<file path="config.mk">
export PLATFORM = sky130hd
export DESIGN_NAME = dual_issue_scheduler
export DESIGN_NICKNAME = d
export VERILOG_FILES = /design/src/rtl/dual_issue_scheduler_pkg.sv /design/src/rtl/dual_issue_scheduler_fifo.sv /design/src/rtl/dual_issue_scheduler.sv
export SDC_FILE = /design/constraint.sdc
export NUM_CORES = 2
export LEC_CHECK = 0
export BUFFER_PORTS_ARGS = -buffer_cell sky130_fd_sc_hd__buf_4
export CAP_MARGIN = 20
export CELL_PAD_IN_SITES_DETAIL_PLACEMENT = 0
export CELL_PAD_IN_SITES_GLOBAL_PLACEMENT = 2
export CORE_ASPECT_RATIO = 1.75
export CORE_MARGIN = 2
export CORE_UTILIZATION = 46
export DETAILED_ROUTE_END_ITERATION = 6
export PLACE_DENSITY_LB_ADDON = 0.08
export SLEW_MARGIN = 20
export SYNTH_ARGS = -nofsm -noshare
export SYNTH_HDL_FRONTEND = slang
export SYNTH_HIERARCHICAL = 1
export SYNTH_SLANG_ARGS = --single-unit
export TNS_END_PERCENT = 10
</file>
<file path="constraint.sdc">
create_clock -name clk -period 10.5 [get_ports clk]
set_clock_uncertainty 0.1 [all_clocks]
set_input_delay 0.525 -clock clk [delete_from_list [all_inputs] [get_ports clk]]
set_output_delay 0.525 -clock clk [all_outputs]
set_load 0.05 [all_outputs]
</file>
<file path="src/rtl/dual_issue_scheduler_pkg.sv">
// ---------------------------------------------------------------------------
// dual_issue_scheduler_pkg : shared defaults and packed queue-entry layout
// Revision: 1.0
// ---------------------------------------------------------------------------
`default_nettype none

package dual_issue_scheduler_pkg;

  localparam int DEPTH_DEF     = 8;
  localparam int PAYLOAD_W_DEF = 48;
  localparam int RAW_DEF       = 4;

  // Entry layout, MSB to LSB: {pc, payload, rs1, rs2, rd, we, br}
  localparam int BR_OFS = 0;
  localparam int WE_OFS = 1;
  localparam int RD_OFS = 2;

  function automatic int rs2_ofs(input int raw);
    return RD_OFS + raw;
  endfunction

  function automatic int rs1_ofs(input int raw);
    return RD_OFS + 2 * raw;
  endfunction

  function automatic int pay_ofs(input int raw);
    return RD_OFS + 3 * raw;
  endfunction

  function automatic int pc_ofs(input int raw, input int pw);
    return pay_ofs(raw) + pw;
  endfunction

  function automatic int entry_w(input int raw, input int pw);
    return pc_ofs(raw, pw) + 32;
  endfunction

endpackage

`default_nettype wire

</file>
<file path="src/rtl/dual_issue_scheduler_fifo.sv">
// ---------------------------------------------------------------------------
// issue_fifo : circular buffer, two write ports at tail, two read ports at head
// Revision: 1.0
// ---------------------------------------------------------------------------
`default_nettype none

module issue_fifo #(
  parameter int DEPTH = 8,
  parameter int W     = 8
) (
  input  logic                     clk,
  input  logic                     rst,
  input  logic                     clear,
  input  logic [1:0]               push_cnt,
  input  logic [W-1:0]             wdata_1,
  input  logic [W-1:0]             wdata_2,
  input  logic [1:0]               pop_cnt,
  output logic [W-1:0]             rdata_1,
  output logic [W-1:0]             rdata_2,
  output logic [$clog2(DEPTH):0]   count
);

  localparam int AW = $clog2(DEPTH);
  localparam int CW = AW + 1;

  logic [W-1:0]  mem [DEPTH];
  logic [AW-1:0] head;
  logic [AW-1:0] tail;
  logic [AW-1:0] head_p1;
  logic [AW-1:0] tail_p1;

  // Power-of-two depth lets pointer arithmetic wrap by truncation
  assign head_p1 = head + 1'b1;
  assign tail_p1 = tail + 1'b1;

  assign rdata_1 = mem[head];
  assign rdata_2 = mem[head_p1];

  always_ff @(posedge clk) begin
    if (!clear) begin
      if (push_cnt != 2'd0) mem[tail] <= wdata_1;
      if (push_cnt == 2'd2) mem[tail_p1] <= wdata_2;
    end
  end

  always_ff @(posedge clk or posedge rst) begin
    if (rst) begin
      head  <= '0;
      tail  <= '0;
      count <= '0;
    end else if (clear) begin
      head  <= '0;
      tail  <= '0;
      count <= '0;
    end else begin
      head  <= head + AW'(pop_cnt);
      tail  <= tail + AW'(push_cnt);
      count <= count + CW'(push_cnt) - CW'(pop_cnt);
    end
  end

endmodule

`default_nettype wire

</file>
<file path="src/rtl/dual_issue_scheduler.sv">
// ---------------------------------------------------------------------------
// dual_issue_scheduler : in-order issue queue with intra-pair hazard pairing
// Revision: 1.0
// ---------------------------------------------------------------------------
`default_nettype none

module dual_issue_scheduler #(
  parameter int DEPTH     = dual_issue_scheduler_pkg::DEPTH_DEF,
  parameter int PAYLOAD_W = dual_issue_scheduler_pkg::PAYLOAD_W_DEF,
  parameter int RAW       = dual_issue_scheduler_pkg::RAW_DEF
) (
  input  logic                   clk,
  input  logic                   rst,
  input  logic                   in_valid_1,
  input  logic                   in_valid_2,
  output logic                   in_ready,
  input  logic [31:0]            in_pc_1,
  input  logic [31:0]            in_pc_2,
  input  logic [PAYLOAD_W-1:0]   in_payload_1,
  input  logic [PAYLOAD_W-1:0]   in_payload_2,
  input  logic [RAW-1:0]         in_rs1_1,
  input  logic [RAW-1:0]         in_rs2_1,
  input  logic [RAW-1:0]         in_rd_1,
  input  logic [RAW-1:0]         in_rs1_2,
  input  logic [RAW-1:0]         in_rs2_2,
  input  logic [RAW-1:0]         in_rd_2,
  input  logic                   in_we_1,
  input  logic                   in_we_2,
  input  logic                   in_br_1,
  input  logic                   in_br_2,
  input  logic                   exe_stall,
  input  logic                   flush,
  output logic                   iss_valid_1,
  output logic                   iss_valid_2,
  output logic [31:0]            iss_pc_1,
  output logic [31:0]            iss_pc_2,
  output logic [PAYLOAD_W-1:0]   iss_payload_1,
  output logic [PAYLOAD_W-1:0]   iss_payload_2,
  output logic [$clog2(DEPTH):0] occupancy,
  output logic [15:0]            split_cnt
);

  import dual_issue_scheduler_pkg::*;

  localparam int CW      = $clog2(DEPTH) + 1;
  localparam int EW      = entry_w(RAW, PAYLOAD_W);
  localparam int RS1_OFS = rs1_ofs(RAW);
  localparam int RS2_OFS = rs2_ofs(RAW);
  localparam int PAY_OFS = pay_ofs(RAW);
  localparam int PC_OFS  = pc_ofs(RAW, PAYLOAD_W);

  logic [EW-1:0] ent_1;
  logic [EW-1:0] ent_2;
  logic [EW-1:0] head_ent;
  logic [EW-1:0] next_ent;
  logic [CW-1:0] count;
  logic [1:0]    push_cnt;
  logic [1:0]    pop_cnt;
  logic          fire;
  logic          raw_hz;
  logic          waw_hz;
  logic          head_rd_nz;
  logic          pair_ok;
  logic          unused_ok;

  assign ent_1 = {in_pc_1, in_payload_1, in_rs1_1, in_rs2_1, in_rd_1, in_we_1, in_br_1};
  assign ent_2 = {in_pc_2, in_payload_2, in_rs1_2, in_rs2_2, in_rd_2, in_we_2, in_br_2};

  // Conservative: uses the pre-edge count even if a pop lands on the same edge
  assign in_ready  = (count <= CW'(DEPTH - 2));
  assign push_cnt  = (in_ready && in_valid_1 && !flush) ? (in_valid_2 ? 2'd2 : 2'd1) : 2'd0;
  assign fire      = !exe_stall && !flush;
  assign occupancy = count;

  assign head_rd_nz = (head_ent[RD_OFS +: RAW] != '0);
  assign raw_hz = head_ent[WE_OFS] && head_rd_nz &&
                  ((next_ent[RS1_OFS +: RAW] == head_ent[RD_OFS +: RAW]) ||
                   (next_ent[RS2_OFS +: RAW] == head_ent[RD_OFS +: RAW]));
  assign waw_hz = head_ent[WE_OFS] && next_ent[WE_OFS] && head_rd_nz &&
                  (next_ent[RD_OFS +: RAW] == head_ent[RD_OFS +: RAW]);
  assign pair_ok = (count >= CW'(2)) && !head_ent[BR_OFS] && !raw_hz && !waw_hz;

  always_comb begin
    pop_cnt = 2'd0;
    if (fire && (count != '0)) pop_cnt = pair_ok ? 2'd2 : 2'd1;
  end

  assign unused_ok = ^{head_ent[RS1_OFS +: RAW], head_ent[RS2_OFS +: RAW], next_ent[BR_OFS]};

  issue_fifo #(
    .DEPTH (DEPTH),
    .W     (EW)
  ) u_fifo (
    .clk      (clk),
    .rst      (rst),
    .clear    (flush),
    .push_cnt (push_cnt),
    .wdata_1  (ent_1),
    .wdata_2  (ent_2),
    .pop_cnt  (pop_cnt),
    .rdata_1  (head_ent),
    .rdata_2  (next_ent),
    .count    (count)
  );

  always_ff @(posedge clk or posedge rst) begin
    if (rst) begin
      iss_valid_1   <= 1'b0;
      iss_valid_2   <= 1'b0;
      iss_pc_1      <= '0;
      iss_pc_2      <= '0;
      iss_payload_1 <= '0;
      iss_payload_2 <= '0;
      split_cnt     <= '0;
    end else if (flush) begin
      iss_valid_1 <= 1'b0;
      iss_valid_2 <= 1'b0;
    end else if (!exe_stall) begin
      iss_valid_1   <= (count != '0);
      iss_valid_2   <= pair_ok;
      iss_pc_1      <= head_ent[PC_OFS +: 32];
      iss_pc_2      <= next_ent[PC_OFS +: 32];
      iss_payload_1 <= head_ent[PAY_OFS +: PAYLOAD_W];
      iss_payload_2 <= next_ent[PAY_OFS +: PAYLOAD_W];
      if ((count >= CW'(2)) && !pair_ok && (split_cnt != 16'hFFFF))
        split_cnt <= split_cnt + 16'd1;
    end
  end

endmodule

`default_nettype wire
</file>
======== After elaboration in Yosys (flattened, before gate mapping) ========
Memory sizes are Yosys's and may differ from the RTL's.
Cells that the tools add are included.
cells by class
  $lt $le $gt $ge ......................... 2
  equal/unequal tests ..................... 6
  reduce and logical (&&, ||, !) cells .... 26
  add/subtract/negate cells ............... 7
  multiplexer cells ....................... 17
  bitwise logic cells ..................... 2
operators with widths
  kind                                                                              number
  16-bit by 1-bit adder with 16-bit output, second input constant                   1
  16-bit != test, second input constant                                             1
  1-bit logical AND                                                                 14
  4-bit equality test                                                               3
  1-bit 2-to-1 mux                                                                  10
  2-bit 2-to-1 mux                                                                  4
  4-bit nonzero test                                                                2
  3-bit by 1-bit adder with 3-bit output, second input constant                     2
  3-bit by 2-bit adder with 3-bit output                                            2
  1-bit zero test                                                                   6
  3-bit 2-to-1 mux                                                                  2
  4-bit by 2-bit adder with 4-bit output                                            1
  4-bit by 2-bit >= comparator with 1-bit output, second input constant             1
  4-bit by 3-bit less-or-equal comparator with 1-bit output, second input constant  1
  4-bit 2-to-1 mux                                                                  1
  4-bit by 2-bit subtractor with 4-bit output                                       1
  3-bit AND reduction                                                               1
  2-bit equality test, second input constant                                        1
  2-bit by 1-bit != test with 1-bit output, second input constant                   1
  1-bit NOT                                                                         2
  2-bit AND reduction                                                               1
  2-bit nonzero test                                                                1
  1-bit logical OR                                                                  1
storage, ports and cells
  bits in registers ....................... 188
  memory bits (writable) .................. 752
  logic and storage cells ................. 71
  memories kept ........................... 1
  input port bits ......................... 194
memory list
  name        depth  width  read ports  clocked after Yosys merged registers in  wr ports  RTL line                         source
  u_fifo.mem  8      94     2           0                                        2         dual_issue_scheduler_fifo.sv:26  logic [W-1:0] mem [DEPTH];

======== Longest topological paths before layout ========
An unclocked memory read counts as a cell.
  word-level depth ........................ 12
  mapped depth ............................ 17
  depth with buffers taken out ............ 14

======== By module ========
Netlist, hierarchy kept.
modules (own cells, without submodules)
  module                seq. area each (sq um)  times used  cells an instance  area each (sq um)
  issue_fifo            22,831.9                1           2,342              43,456.7
  dual_issue_scheduler  4,454.3                 1           444                6,945.4

======== Worst setup path after synthesis ========
No wires, ideal clock.
  path kind ............................... register to register
  from .................................... register u_fifo.count[1]
  to ...................................... memory u_fifo/mem[0][0] (netlist name) (enable)
  setup time .............................. 0.685 ns
  period minus slack after synthesis ...... 10.433 ns
  path slack .............................. 0.067 ns
  arrival time ............................ 9.648 ns
  path buffers ............................ 0
  cell stages (with the launch flop) ...... 5
  required time ........................... 9.715 ns
  path through ............................ dfrtp_1 a31oi_1 nor4bb_1 o21ai_0 o31ai_1
RTL lines
  element                 RTL line                         source
  start, declared         dual_issue_scheduler_fifo.sv:20  output logic [$clog2(DEPTH):0] count
  start signal, assigned  dual_issue_scheduler_fifo.sv:58  count <= count + CW'(push_cnt) - CW'(pop_cnt);
  end, declared           dual_issue_scheduler_fifo.sv:26

======== Final worst setup path ========
  from .................................... register u_fifo.head[0]
  to ...................................... register u_fifo.count[3]
on the way
  word-level cells in the longest chain between the ends .. 12
  elaborated cells on any way between the ends .. 22
  classes of those cells .................. add/sub (2); eq/ne (3); mux (3); reduce/logical (13); memory (1)
RTL lines
  element                                      RTL line                         source
  start, declared                              dual_issue_scheduler_fifo.sv:27  logic [AW-1:0] head;
  start signal, assigned                       dual_issue_scheduler_fifo.sv:56  head <= head + AW'(pop_cnt);
  3-bit by 1-bit adder with 3-bit output       dual_issue_scheduler_fifo.sv:33  assign head_p1 = head + 1'b1;
  memory read 8 x 94 bit                       n/a
  net next_ent[9]                              dual_issue_scheduler.sv:55       logic [EW-1:0] next_ent;
  4-bit equality test                          dual_issue_scheduler.sv:78       (next_ent[RS2_OFS +: RAW] == head_ent[RD_OFS +: RAW]));
  1-bit logical OR                             dual_issue_scheduler.sv:77       ((next_ent[RS1_OFS +: RAW] == head_ent[RD_OFS +: RAW]) ||
  1-bit logical AND                            dual_issue_scheduler.sv:76       assign raw_hz = head_ent[WE_OFS] && head_rd_nz &&
  1-bit zero test                              dual_issue_scheduler.sv:81       assign pair_ok = (count >= CW'(2)) && !head_ent[BR_OFS] && !raw_hz && !waw_hz;
  1-bit logical AND (2 in series)              dual_issue_scheduler.sv:81
  2-bit 2-to-1 mux (2 in series)               dual_issue_scheduler.sv:85       if (fire && (count != '0)) pop_cnt = pair_ok ? 2'd2 : 2'd1;
  net pop_cnt[0]                               dual_issue_scheduler.sv:58       logic [1:0] pop_cnt;
  4-bit by 2-bit subtractor with 4-bit output  dual_issue_scheduler_fifo.sv:58
  4-bit 2-to-1 mux                             dual_issue_scheduler_fifo.sv:51  end else if (clear) begin
The timed path passes the listed nets, and every way through them passes these cells.
A chain may end at the register's enable or synchronous reset.

==> flow_metrics.py <==
metrics = {
    "logic_synthesis": {
        "netlist_area_sq_mm": 0.0499,
        "postSynthAreaPerCell_sq_um": 18.1,
        "syn_nets": 2966,
        "yosysWarnings": 6,
        "syn_inst": 2759,
    },
    "timing": {
        "grt_setup_unrepaired": "false",
        "max-slew-margin-rel": 0.173,
        "slew_violations": 0,
        "hold_viol_final": 0,
        "fin_crit_ns": 6.16,
        "worstMarginPinSlew_ns": 1.24,
        "finalCritPeriodShare": 0.587,
        "max_freq_ghz": 0.162,
        "setup_viol": 0,
        "fin_ws_ns": 4.34,
        "fin_tns_setup_ns": 0,
    },
    "detailed_routing": {
        "via_per_inst": 6.23,
        "drtIter0Drc": 2006,
        "first_pass_iters": 5,
        "routedWlPerCell_um": 31.8,
        "routed_wl_um": 144000,
        "ant_nets": 0,
        "drc": 0,
        "vias": 28200,
    },
    "final_layout": {
        "multiInputGateArea_sq_mm": 0.0218,
        "drive_above_1_share": 0.647,
        "synthToLayoutAreaGrowth_pct": 15.0,
        "regArea_sq_mm": 0.0273,
        "nets": 3285,
        "fillers": 8655,
    },
    "die": {
        "die_x_um": 253,
        "num_rows": 159,
        "die_h_um": 440,
        "coreArea_sq_mm": 0.107,
        "pin_count": 377,
        "initial_core_util": 0.464,
        "dieArea_sq_mm": 0.111,
    },
    "setup_path": {
        "worstPathCellList": "ha_4 -> buf_12 -> mux4_2 -> mux2_2 -> xnor2_1 -> nand4_1 -> a21boi_1 -> nor2_1 -> a2111oi_0 -> ha_1 -> inv_1 -> ha_1 -> a21o_1 -> a2111o_1 -> o21ai_0",
        "cp_slowest_cell": "ha_4",
        "start_kind": "register",
        "max_stage_delay_ns": 0.86,
        "worst-endpoint-required_ns": 11.01,
        "worstSetupEndpointType": "register",
        "crit_top_cell": "ha_1",
        "path_class": "register to register",
        "arrival_ns": 6.68,
        "path_max_fanout": 143,
        "r2r_slack_ns": 4.34,
    },
    "power": {
        "vdd_drop_max_mv": 0.244,
        "power_leakage_nw": 19.6,
        "p_per_area_mw_per_mm2": 213,
    },
    "cts": {
        "cts_setup_buffers": 0,
        "cts.reportedPaths.clkPinSlew_ns": 0.06,
        "root_buffer": "clkbuf_16",
        "cts_tree": "built",
        "cts_sinks": 940,
        "cts_buffer_depth": 3,
        "numCtsBuffers": 93,
        "h-tree-depth": 3,
        "clock_latency_ns": 0.71,
    },
    "global_route": {
        "gr-total-overflow": 0,
        "grt_max_degree": 144,
        "grt_usage": 0.262,
        "antenna_found_initial": 26,
        "grt_pass1_wl_um": 212000,
        "grt_pass1_vias": 31200,
    },
    "outcome": {
        "outcome": "complete, no violations",
    },
    "placement": {
        "port_buffers": 376,
        "hpwl_um": 83100,
        "dpl_worst_slack_ns": 4.16,
        "place_congestion": 0.777,
    },
    "run": {
        "maxCapViolCount": 0,
    },
    "worst_hold_path": {
        "holdCritPathClass": "primary input to register",
    },
}
-- state kept, by name (all words and copies together) (netlist names) --
register and cells:
split_cnt 16, iss_pc_1 32, u_fifo/mem 752, u_fifo/head 3
iss_payload_1 48, iss_valid_2 1, iss_valid_1 1, iss_payload_2 48
iss_pc_2 32, u_fifo/tail 3, u_fifo/count 4
-- layer usage --
metal | vias up | part of all wire | track usage | wire length [um]
li1 | 11900 | - | - | -
met1 | 15200 | 0.40 | 0.321 | 57200
met2 | 808 | 0.52 | 0.466 | 75200
met3 | 214 | 0.057 | 0.0531 | 8230
met4 | 34 | 0.023 | 0.0769 | 3330
met5 | - | 0.0015 | 0 | 212
-- stage by stage --
stage / instance area [sq um] / power (mW) / instances / hold WS, ns / util
6_report: 57400 / 12.2 / 4533 / 0.0792 / 0.534
5_1_grt: 57400 / 12.7 / 4533 / 0.0528 / 0.534
4_1_cts: 57300 / 12.3 / 4525 / 0.0205 / 0.534
3_5_place_dp: 54200 / 8.85 / 4348 / 0.394 / 0.504
3_3_place_gp: 54200 / 8.80 / 4348 / 0.379 / 0.504
2_1_floorplan: 49900 / 7.59 / 2759 / 0.265 / -
-- final timing paths --
| check | startpoint | end | depth (start not counted) |
|---|---|---|---|
| worst min-delay path | in_we_1 | u_fifo/mem[4][1] | 2 |
| max in group asynchronous | rst | iss_pc_2[18] | 4 |
| worst max-delay path | u_fifo/head[0] | u_fifo/count[3] | 15 |
| worst min register to register | split_cnt[9] | split_cnt[9] | 1 |
| min in group asynchronous | rst | u_fifo/count[3] | 3 |
| worst max register to register | u_fifo/head[0] | u_fifo/count[3] | 15 |
-- layout make-up --
class,instances,share of cell area
Sequential cell,940,0.476
Clock inverter,39,0.00755
Multi-Input combinational cell,1593,0.380
Antenna cell,7,0.000305
Inverter,18,0.00131
Clock buffer,136,0.0469
Tap cell,1368,0.0298
Timing Repair Buffer,432,0.0581
-- what timing repair did --
| action | 4_1_cts | 5_1_grt |
|---|---|---|
| gates resized for setup | 0 | 0 |
| endpoints found under the hold margin | 100 | 0 |
| hold buffers | 2 | 0 |
-- power by group --
part | switching (mW) | internal, mW | total [mW]
Clock | 1.48 | 2.00 | 3.48
Combinational | 2.32 | 1.77 | 4.08
Sequential | 0.259 | 4.38 | 4.64
-- worst max-delay path, delay by kind of cell (launching register included) --
family	cells	cell delay, ns
muxes	2	0.73
DFF	1	0.68
AOI/OAI and AO/OA	5	1.85
buffers and inverters	2	0.75
xor gates and xnor gates	1	0.16
adders and majority gates	3	1.42
and+or+nand+nor	2	0.23
-- layout by cell type, fill, tap and decap left out, drive strengths merged, types with 9 or more instances in the layout --
master / count
clkbuf: 136
edfxtp: 752
xnor2: 14
clkinv: 25
nor3: 12
inv: 21
bufinv: 9
ha: 9
nor2: 18
nand3: 11
buf: 430
dfrtp: 188
mux4: 358
xor2: 20
mux2: 1092
No activity file was read; power rests on OpenSTA's default activity.
